==> src/rtl/cdb_complete_buffer_pkg.sv <==
// cdb_complete_buffer_pkg: shared entry/slot types and branch-mask helpers for the completion stage
package cdb_complete_buffer_pkg;
    localparam int CDB_PREG_W  = 6;
    localparam int CDB_DATA_W  = 32;
    localparam int CDB_BMASK_W = 4;

    typedef struct packed {
        logic                   valid;
        logic [CDB_PREG_W-1:0]  preg;
        logic [CDB_DATA_W-1:0]  data;
        logic [CDB_BMASK_W-1:0] bmask;
    } cdb_entry_t;

    typedef struct packed {
        logic                  valid;
        logic [CDB_PREG_W-1:0] preg;
        logic [CDB_DATA_W-1:0] data;
    } cdb_slot_t;

    function automatic logic squashed(input cdb_entry_t e, input logic [CDB_BMASK_W-1:0] resolve,
                                      input logic mispred);
        return mispred && |(e.bmask & resolve);
    endfunction

    // Clearing the bit is harmless on a mispredict: surviving entries never had it set.
    function automatic cdb_entry_t bmask_clear(input cdb_entry_t e, input logic [CDB_BMASK_W-1:0] resolve,
                                               input logic mispred);
        cdb_entry_t r;
        r = e;
        r.valid = e.valid && !squashed(e, resolve, mispred);
        r.bmask = e.bmask & ~resolve;
        return r;
    endfunction
endpackage

==> src/rtl/cdb_complete_buffer_queue.sv <==
// fu_result_queue: per-FU circular result queue with in-place branch resolve/squash and free pop of dead heads
module fu_result_queue
    import cdb_complete_buffer_pkg::*;
#(
    parameter int DEPTH = 2,
    localparam int PW = DEPTH > 1 ? $clog2(DEPTH) : 1,
    localparam int CW = $clog2(DEPTH + 1)
) (
    input  logic                   clock,
    input  logic                   reset,
    input  logic                   push,
    input  cdb_entry_t             push_entry,
    input  logic                   pop,
    input  logic [CDB_BMASK_W-1:0] resolve,
    input  logic                   mispred,
    output cdb_slot_t              head,
    output logic [CW-1:0]          count
);
    cdb_entry_t    mem [DEPTH];
    cdb_entry_t    in_e;
    logic [PW-1:0] hd, tl;
    logic          do_push, do_pop;

    function automatic logic [PW-1:0] nxt(input logic [PW-1:0] p);
        return p == PW'(DEPTH - 1) ? '0 : p + PW'(1);
    endfunction

    always_comb begin
        head    = '{valid: count != '0 && mem[hd].valid && !squashed(mem[hd], resolve, mispred),
                    preg: mem[hd].preg, data: mem[hd].data};
        in_e    = bmask_clear(push_entry, resolve, mispred);
        do_push = push && in_e.valid && count < CW'(DEPTH);
        do_pop  = count != '0 && (pop || !head.valid);
    end

    always_ff @(posedge clock) begin
        if (reset) begin
            hd    <= '0;
            tl    <= '0;
            count <= '0;
            mem   <= '{default: '0};
        end else begin
            for (int i = 0; i < DEPTH; i++)
                mem[i] <= bmask_clear(mem[i], resolve, mispred);
            if (do_push) begin
                mem[tl] <= in_e;
                tl      <= nxt(tl);
            end
            if (do_pop)
                hd <= nxt(hd);
            count <= count + CW'(do_push) - CW'(do_pop);
        end
    end
endmodule

==> src/rtl/cdb_complete_buffer.sv <==
// cdb_complete_buffer: per-FU result queues feeding an N-wide registered CDB through a rotating-priority arbiter
module cdb_complete_buffer
    import cdb_complete_buffer_pkg::*;
#(
    parameter int N       = 2,
    parameter int NUM_FU  = 6,
    parameter int DEPTH   = 2,
    parameter int PREG_W  = CDB_PREG_W,
    parameter int DATA_W  = CDB_DATA_W,
    parameter int BMASK_W = CDB_BMASK_W,
    localparam int OW = $clog2(NUM_FU * DEPTH + 1),
    localparam int CW = $clog2(DEPTH + 1),
    localparam int RW = NUM_FU > 1 ? $clog2(NUM_FU) : 1
) (
    input  logic                        clock,
    input  logic                        reset,
    input  logic [NUM_FU-1:0]           fu_valid,
    input  logic [NUM_FU*PREG_W-1:0]    fu_preg,
    input  logic [NUM_FU*DATA_W-1:0]    fu_data,
    input  logic [NUM_FU*BMASK_W-1:0]   fu_bmask,
    output logic [NUM_FU-1:0]           fu_ready,
    input  logic [BMASK_W-1:0]          b_mm_resolve,
    input  logic                        b_mm_mispred,
    output logic [N-1:0]                cdb_valid,
    output logic [N*PREG_W-1:0]         cdb_preg,
    output logic [N*DATA_W-1:0]         cdb_data,
    output logic [OW-1:0]               occupancy
);
    cdb_slot_t         head   [NUM_FU];
    logic [CW-1:0]     cnt    [NUM_FU];
    cdb_slot_t         slot_n [N];
    cdb_slot_t         slot_q [N];
    logic [NUM_FU-1:0] grant;
    logic [RW-1:0]     rr_ptr, rr_nxt;

    for (genvar g = 0; g < NUM_FU; g++) begin : g_fu
        cdb_entry_t in_e;
        assign in_e = '{valid: 1'b1, preg: fu_preg[g*PREG_W +: PREG_W], data: fu_data[g*DATA_W +: DATA_W],
                        bmask: fu_bmask[g*BMASK_W +: BMASK_W]};
        assign fu_ready[g] = cnt[g] < CW'(DEPTH);
        fu_result_queue #(.DEPTH(DEPTH)) u_q (
            .clock(clock), .reset(reset), .push(fu_valid[g] & fu_ready[g]), .push_entry(in_e),
            .pop(grant[g]), .resolve(b_mm_resolve), .mispred(b_mm_mispred), .head(head[g]), .count(cnt[g])
        );
    end

    always_comb begin
        int ng, idx, last;
        grant  = '0;
        slot_n = '{default: '0};
        ng     = 0;
        idx    = 0;
        last   = 0;
        for (int j = 0; j < NUM_FU; j++) begin
            idx = int'(rr_ptr) + j;
            idx = idx >= NUM_FU ? idx - NUM_FU : idx;
            if (ng < N && head[idx].valid) begin
                grant[idx] = 1'b1;
                slot_n[ng] = head[idx];
                last       = idx;
                ng++;
            end
        end
        rr_nxt = ng == 0 ? rr_ptr : RW'(last == NUM_FU - 1 ? 0 : last + 1);
    end

    // Occupancy counts squashed entries that have not yet popped.
    always_comb begin
        occupancy = '0;
        for (int i = 0; i < NUM_FU; i++)
            occupancy = occupancy + OW'(cnt[i]);
    end

    always_ff @(posedge clock) begin
        if (reset) begin
            rr_ptr <= '0;
            slot_q <= '{default: '0};
        end else begin
            rr_ptr <= rr_nxt;
            slot_q <= slot_n;
        end
    end

    for (genvar k = 0; k < N; k++) begin : g_slot
        assign cdb_valid[k]                = slot_q[k].valid;
        assign cdb_preg[k*PREG_W +: PREG_W] = slot_q[k].preg;
        assign cdb_data[k*DATA_W +: DATA_W] = slot_q[k].data;
    end
endmodule

==> config.mk <==
export PLATFORM = sky130hd
export DESIGN_NAME = cdb_complete_buffer
export DESIGN_NICKNAME = d
export VERILOG_FILES = /design/src/rtl/cdb_complete_buffer_pkg.sv /design/src/rtl/cdb_complete_buffer_queue.sv /design/src/rtl/cdb_complete_buffer.sv
export SDC_FILE = /design/constraint.sdc
export NUM_CORES = 2
export LEC_CHECK = 0
export BUFFER_PORTS_ARGS = -buffer_cell sky130_fd_sc_hd__buf_2
export CORE_MARGIN = 10
export CORE_UTILIZATION = 35
export CTS_BUF_LIST = sky130_fd_sc_hd__clkbuf_16
export DETAILED_ROUTE_END_ITERATION = 10
export GPL_TIMING_DRIVEN = 0
export SLEW_MARGIN = 20
export SYNTH_ARGS = -nofsm -noshare
export SYNTH_HDL_FRONTEND = slang
export SYNTH_SLANG_ARGS = --single-unit
==> constraint.sdc <==
create_clock -name clock -period 7.5 [get_ports clock]
set_input_delay 1.5 -clock clock [delete_from_list [all_inputs] [get_ports clock]]
set_output_delay 1.5 -clock clock [all_outputs]
set_load 0.01 [all_outputs]
# Yosys cells after proc, flatten, opt, wreduce, memory -nomap -nowiden
# Cells that the tools add are included.
[op_classes]
add_sub_neg = 46
order_cmp = 63
n_eq_ne = 1
n_mux = 130
bitwise_logic = 77
reduce_logical = 155
[op_table]
columns = ["operator", "n"]
rows = [
  ["$mux 43", 24],
  ["$bmux 39 s3", 6],
  ["$mux 39", 18],
  ["$mux 32", 17],
  ["$bwmux 86", 6],
  ["$mux 86", 6],
  ["$bwmux 78", 5],
  ["$mux 78", 5],
  ["$not 32->32", 11],
  ["$demux 43 s1", 6],
  ["$demux 39 s1", 5],
  ["$ge 32x1->1 const B", 6],
  ["$ge 32x4->1 const B", 6],
  ["$lt 32x5->1 const B", 6],
  ["$and 4x4->4", 42],
  ["$add 32x2->32 const B", 5],
  ["$ge 32x2->1 const B", 5],
  ["$lt 32x1->1 const B", 5],
  ["$lt 32x3->1 const B", 5],
  ["$reduce_or 4->1", 24],
  ["$logic_and 1x1->1", 88],
  ["$mux 6", 6],
  ["$eq 32x4->1 const B", 1],
  ["$logic_not 32->1", 1],
  ["other kinds (27)", 163],
]
[word_totals]
ff_bits = 621
inputBits = 265
word_cells = 545

# Depth between registers and ports, before layout
[logic_depth]
word_depth = 32
mapped_depth = 34
mapped_depth_nobuf = 27

# By module
# A second synthesis with hierarchy kept.
[hier_totals]
hier_cells = 4643
area_unflattened_um2 = 40089.7
[modules_own_cells]
columns = ["module", "n_inst", "cells_each", "area_per_inst_um2", "seq_area_each_um2"]
rows = [
  ["fu_result_queue", 6, 417, 4286.6, 1801.7],
  ["cdb_complete_buffer", 1, 2141, 14370.0, 1621.6],
]

# Worst setup path before layout
# Ideal clock, no wire load.
[synth_path]
kind = "input -> register"
startpoint = "input port b_mm_resolve[3]"
endpoint = "register g_fu[4].u_q.count[1]"
setup_time_ns = 0.128
arrival_time_ns = 6.758
required_ns = 7.372
slack_ns = 0.615
cell_stages = 26
cell_sequence = "buf_4 a22o_1 o211a_1 nor4_4 nor2_2 o311a_4 inv_4 buf_4 clkbuf_1 clkbuf_1 ha_1 buf_2 nand2_1 o221ai_4 nand3_1 ha_1 a21o_1 nand4b_2 o31a_1 a221oi_2 ha_1 inv_1 ha_1 xnor2_1 xnor2_1 nor2_1"
[synth_via]
elab_chain_len = 27
elab_cells_between_ends = 89
cone_classes = "add/sub (6); order compare (5); mux (29); bitwise (12); reduce/logical (37)"
[synth_rtl]
columns = ["element", "line", "text"]
rows = [
  ["from (decl)", "cdb_complete_buffer.sv:22", "input logic [BMASK_W-1:0] b_mm_resolve,"],
  ["$and 4x4->4", "cdb_complete_buffer_pkg.sv:22", "return mispred && |(e.bmask & resolve);"],
  ["$reduce_or 4->1", "cdb_complete_buffer_pkg.sv:22", ""],
  ["$logic_and 1x1->1", "cdb_complete_buffer_pkg.sv:22", ""],
  ["$logic_not 1->1", "cdb_complete_buffer_queue.sv:29", "head = '{valid: count != '0 && mem[hd].valid && !squashed(mem[hd], resolve, mispred),"],
  ["$logic_and 1x1->1", "cdb_complete_buffer_queue.sv:29", ""],
  ["$bmux 39 s3", "cdb_complete_buffer.sv:57", "if (ng < N && head[idx].valid) begin"],
  ["$mux 39 (not written as such) (2 in a row)", "cdb_complete_buffer.sv:57", ""],
  ["$mux 1", "cdb_complete_buffer.sv:57", ""],
  ["(+11 left out)", "n/a", ""],
  ["$mux 32", "cdb_complete_buffer.sv:57", ""],
  ["$lt 32x3->1", "cdb_complete_buffer.sv:57", ""],
  ["$logic_and 1x1->1", "cdb_complete_buffer.sv:57", ""],
  ["$mux 6", "cdb_complete_buffer.sv:57", ""],
  ["$logic_or 1x1->1 *", "cdb_complete_buffer_queue.sv:33", "do_pop = count != '0 && (pop || !head.valid);"],
  ["$logic_and 1x1->1 *", "cdb_complete_buffer_queue.sv:33", ""],
  ["via g_fu[4].u_q.do_pop", "cdb_complete_buffer_queue.sv:22", "logic do_push, do_pop;"],
  ["$sub 2x1->2 *", "cdb_complete_buffer_queue.sv:51", "count <= count + CW'(do_push) - CW'(do_pop);"],
  ["to (signal assigned)", "cdb_complete_buffer_queue.sv:51", ""],
  ["to (decl)", "cdb_complete_buffer_queue.sv:17", "output logic [CW-1:0] count"],
]
# The timed path passes the listed nets; every way through them passes the cells marked *. The select of a mux whose other input is x is not followed.
# A chain may end at the register's enable or synchronous reset.

# Final worst setup path
[layout_path]
startpoint = "register rr_ptr[0]"
endpoint = "register slot_q, in the netlist cdb_preg[10]"
[layout_via]
elab_chain_len = 26
elab_cells_between_ends = 106
cone_classes = "add/sub (15); order compare (21); mux (49); bitwise (11); reduce/logical (10)"
[layout_rtl]
columns = ["element", "line", "text"]
rows = [
  ["from (decl)", "cdb_complete_buffer.sv:34", "logic [RW-1:0] rr_ptr, rr_nxt;"],
  ["from (signal assigned)", "cdb_complete_buffer.sv:79", "rr_ptr <= rr_nxt;"],
  ["$sub 3x3->4 or $ge 3x3->1 (tied branches)", "cdb_complete_buffer.sv:56", "idx = idx >= NUM_FU ? idx - NUM_FU : idx;"],
  ["$mux 32", "cdb_complete_buffer.sv:56", ""],
  ["$not 32->32 (not written as such)", "cdb_complete_buffer.sv:57", ""],
  ["$bmux 39 s3", "cdb_complete_buffer.sv:57", ""],
  ["$mux 39 (not written as such) (2 in a row)", "cdb_complete_buffer.sv:57", ""],
  ["$mux 1", "cdb_complete_buffer.sv:57", ""],
  ["$lt 32x3->1", "cdb_complete_buffer.sv:57", ""],
  ["$logic_and 1x1->1", "cdb_complete_buffer.sv:57", ""],
  ["(+9 left out)", "n/a", ""],
  ["$mux 32", "cdb_complete_buffer.sv:57", ""],
  ["$not 32->32 (not written as such)", "cdb_complete_buffer.sv:59", "slot_n[ng] = head[idx];"],
  ["$ge 32x2->1 (not written as such) or $lt 32x1->1 (tied branches)", "cdb_complete_buffer.sv:59", ""],
  ["$logic_and 1x1->1 (not written as such)", "cdb_complete_buffer.sv:59", ""],
  ["$mux 39 (not written as such)", "cdb_complete_buffer.sv:59", ""],
  ["$demux 39 s1", "cdb_complete_buffer.sv:59", ""],
  ["$bwmux 78", "cdb_complete_buffer.sv:59", ""],
  ["$mux 78 *", "cdb_complete_buffer.sv:57", ""],
  ["to (signal assigned)", "cdb_complete_buffer.sv:80", "slot_q <= slot_n;"],
  ["to (decl)", "cdb_complete_buffer.sv:32", "cdb_slot_t slot_q [N];"],
]
# Mark *: on every way between the ends. The rest lies on a longest branch, timed or not. The select of a mux whose other input is x is not followed.

==> flow_metrics.tcl <==
set metrics [dict create \
    status "finished, final reports clean" \
    dp_cells 6959 \
    cellInternalPower_w 0.00805 \
    detail-route-antenna-nets 0 \
    vias_per_cell 5.94 \
    syn_area_mm2 0.0366 \
    cp_num_buf_inv 10 \
    netlist_instances 5232 \
    drt_iter0_markers 5186 \
    crit_family "buffers and inverters" \
    p_switching_w 0.00912 \
    routed_wirelength_mm 200 \
    antenna_found_initial 12 \
    synth_nets 5545 \
    die_height_um 343 \
    hold-path-cell-count 2 \
    synth_xor_area_frac 0.0102 \
    synth_area_leaders "dfxtp_1, nand2_1, a21oi_1" \
    boundaryPins 353 \
    clock-sinks 621 \
    grt_pass1_vias 38700 \
    setup_viol 0 \
    worst_ep_required_time_ns 7.98 \
    max_stage_delay_ns 0.58 \
    nNetsFinal 5964 \
    h-tree-depth 3 \
    pre_cts_slack_ns -2.43 \
    cts_tree "done" \
    p_clk_frac 0.201 \
    multi_input_area_mm2 0.0222 \
    crit_type "flop to flop" \
    placed_area_mm2 0.0401 \
    synth_top_family_by_area "compound AO/OA/AOI/OAI gates" \
    hold_viol 0 \
    seq_area_mm2 0.0124 \
    cts_root_buf "clkbuf_16" \
    area_growth_pct 16.2 \
    hold_path.class "flop to flop" \
    vdd_drop_max_mv 0.394 \
    synth_compound_area_frac 0.259 \
    drc 0 \
    yosysWarnings 0 \
    fillers 11100 \
    drv_slew 0 \
    synth-main-ff-cell "dfxtp_1" \
    r2r_end "cdb_preg[10]" \
    ys_types 86 \
    p_leak_nw 15.4 \
    start_kind "flop" \
    async_reset_ff_frac 0 \
    fmax_mhz 136 \
    drive_above_1_share 0.130 \
    rsz0062_at_grt "false" \
    comb_power_share 0.581 \
    synth_seq_cells 621 \
    pwr-share-seq 0.217 \
    die_w_um 343 \
    r2r_slack_ns 0.14 \
    ys_seq_area_frac 0.339 \
    critPathMostFrequentCell "ha_1" \
    wl_per_cell_um 28.2 \
    overflow 0 \
    cp_num_cells 27 \
    path_clk_slew_ns 0.06 \
    avgSynthCellArea_um2 7.00 \
    synth-simple-area-share 0.241 \
    final_cells 7096 \
    cp-end-kind "flop" \
    fin_ws_ns 0.144 \
    grt_max_degree 21 \
    synthDominantCellAreaShare 0.339 \
    cp_data_arrival_time_ns 7.83 \
    synthAdderAreaFrac 0.0181 \
    cts_buffers 73 \
    num_rows 118 \
    synthMuxAreaShare 0.0730 \
    grt_pass1_wl_mm 279 \
    fin_area_mm2 0.0425 \
    numPortBuffers 347 \
    finalWeightedCongestion 1.07 \
    final_cell_mix "nand2_1, a21oi_1, dfxtp_1" \
    die_area_mm2 0.118 \
    ctsHoldBuffers 0 \
    cp_max_fo 20 \
    maxCapViolCount 0 \
    min_period_over_period 0.981 \
    worst_r2r_startpoint "rr_ptr[0]" \
    swShare 0.531 \
    ctsLongestPathBuffers 3 \
    worst_pin_slew_ns 1.35 \
    track_usage 0.322 \
    setup-tns-final_ns 0 \
    drtPass1Iterations 9 \
    clock_latency_ns 0.70 \
    dr_total_vias 42100 \
    power_density_mw_per_mm2 404 \
    core-area_mm2 0.104 \
    reg2reg_depth 27 \
    slew_headroom 0.0900 \
    place.detailed.hpwl_mm 156 \
    crit_slowest_cell "nor2_1" \
    hold_ws_ns 0.450 \
    clock_skew_ns 0.0475 \
    yosysTopAreaCell "dfxtp_1" \
    final_common_cell "nand2_1" \
    synth_edf_count 0 \
    initial_core_util 0.353 \
    fin_crit_ns 7.36 \
]
-- Yosys cell counts (19+ instances only) --
master,instances
mux2i_1,127
o211ai_1,56
nor3_1,124
ha_1,41
a22o_1,19
inv_1,51
a221oi_1,43
a21oi_1,840
nor2_1,280
o21ai_0,329
nor2b_1,49
nand2_1,1428
nand3_1,123
a211oi_2,35
dfxtp_1,621
nor4_1,38
buf_4,20
o31ai_1,39
clkbuf_1,398
and2_1,41
o22ai_1,79
buf_2,31
xnor2_1,35
o2111ai_1,39
mux2_2,112
o21ai_1,29
-- cells by family after synthesis --
family,count (synthesis)
XOR/XNOR,40
buffers and inverters,530
flip-flops,621
adder cells (fa/ha/maj),49
AND/OR/NAND/NOR,2131
AO/OA/AOI/OAI,1612
multiplexers,249
-- through the flow --
stage	total power [W]	util
after CTS	0.0166	0.409
after detailed placement	0.0131	0.387
after global routing	0.0176	0.410
final	0.0172	0.410
after global placement	0.0131	0.387
after floorplan	0.00926	-
-- cell type report --
cell class | instances | area share
sequential | 621 | 0.292
timing repair buffer | 350 | 0.0414
inverter | 58 | 0.00538
clock buffer | 75 | 0.0441
tap | 1380 | 0.0406
buffer | 466 | 0.0453
multi-input combinational | 4081 | 0.521
antenna | 10 | 0.000588
clock inverter | 55 | 0.00912
-- layer usage --
| layer | GRT usage | routed length, µm | vias up |
|---|---|---|---|
| met5 | 0 | 40 | - |
| met1 | 0.409 | 80700 | 20200 |
| met4 | 0.180 | 12700 | 6 |
| li1 | - | - | 19000 |
| met3 | 0.108 | 23100 | 509 |
| met2 | 0.474 | 83900 | 2457 |
-- how the worst max path moves through the flow --
stage / startpoint / slack [ns] / to
after floorplan: b_mm_resolve[3] / 0.61 / g_fu[4].u_q.count[1]
after global placement: rr_ptr[0] / -2.43 / g_fu[5].u_q.count[1]
after detailed placement: rr_ptr[0] / -2.43 / g_fu[5].u_q.count[1]
after CTS: rr_ptr[0] / 0.05 / g_fu[1].u_q.count[1]
after global routing: rr_ptr[0] / 0.08 / g_fu[5].u_q.count[1]
final: rr_ptr[0] / 0.14 / cdb_preg[10]
-- power by group through the flow --
| stage | clock (W) | combinational (W) | sequential (W) |
|---|---|---|---|
| after floorplan | 0 | 0.00548 | 0.00378 |
| after global placement | 0 | 0.00933 | 0.00379 |
| after detailed placement | 0 | 0.00933 | 0.00380 |
| after CTS | 0.00348 | 0.00938 | 0.00373 |
| after global routing | 0.00362 | 0.0102 | 0.00376 |
| final | 0.00346 | 0.00998 | 0.00373 |
-- repair_timing --
item / in CTS / in global routing
endpoints found under the setup margin: 99 / 51
pin swaps: 0 / 2
gates resized for setup: 11 / 23
buffers inserted: 0 / 3
-- worst min-delay path, stage by stage, from the launching register on --
cell and delay [ns]:
dfxtp_1 0.30, nand2_1 0.05, a21oi_1 0.05
(Power assumes the default switching activity.)
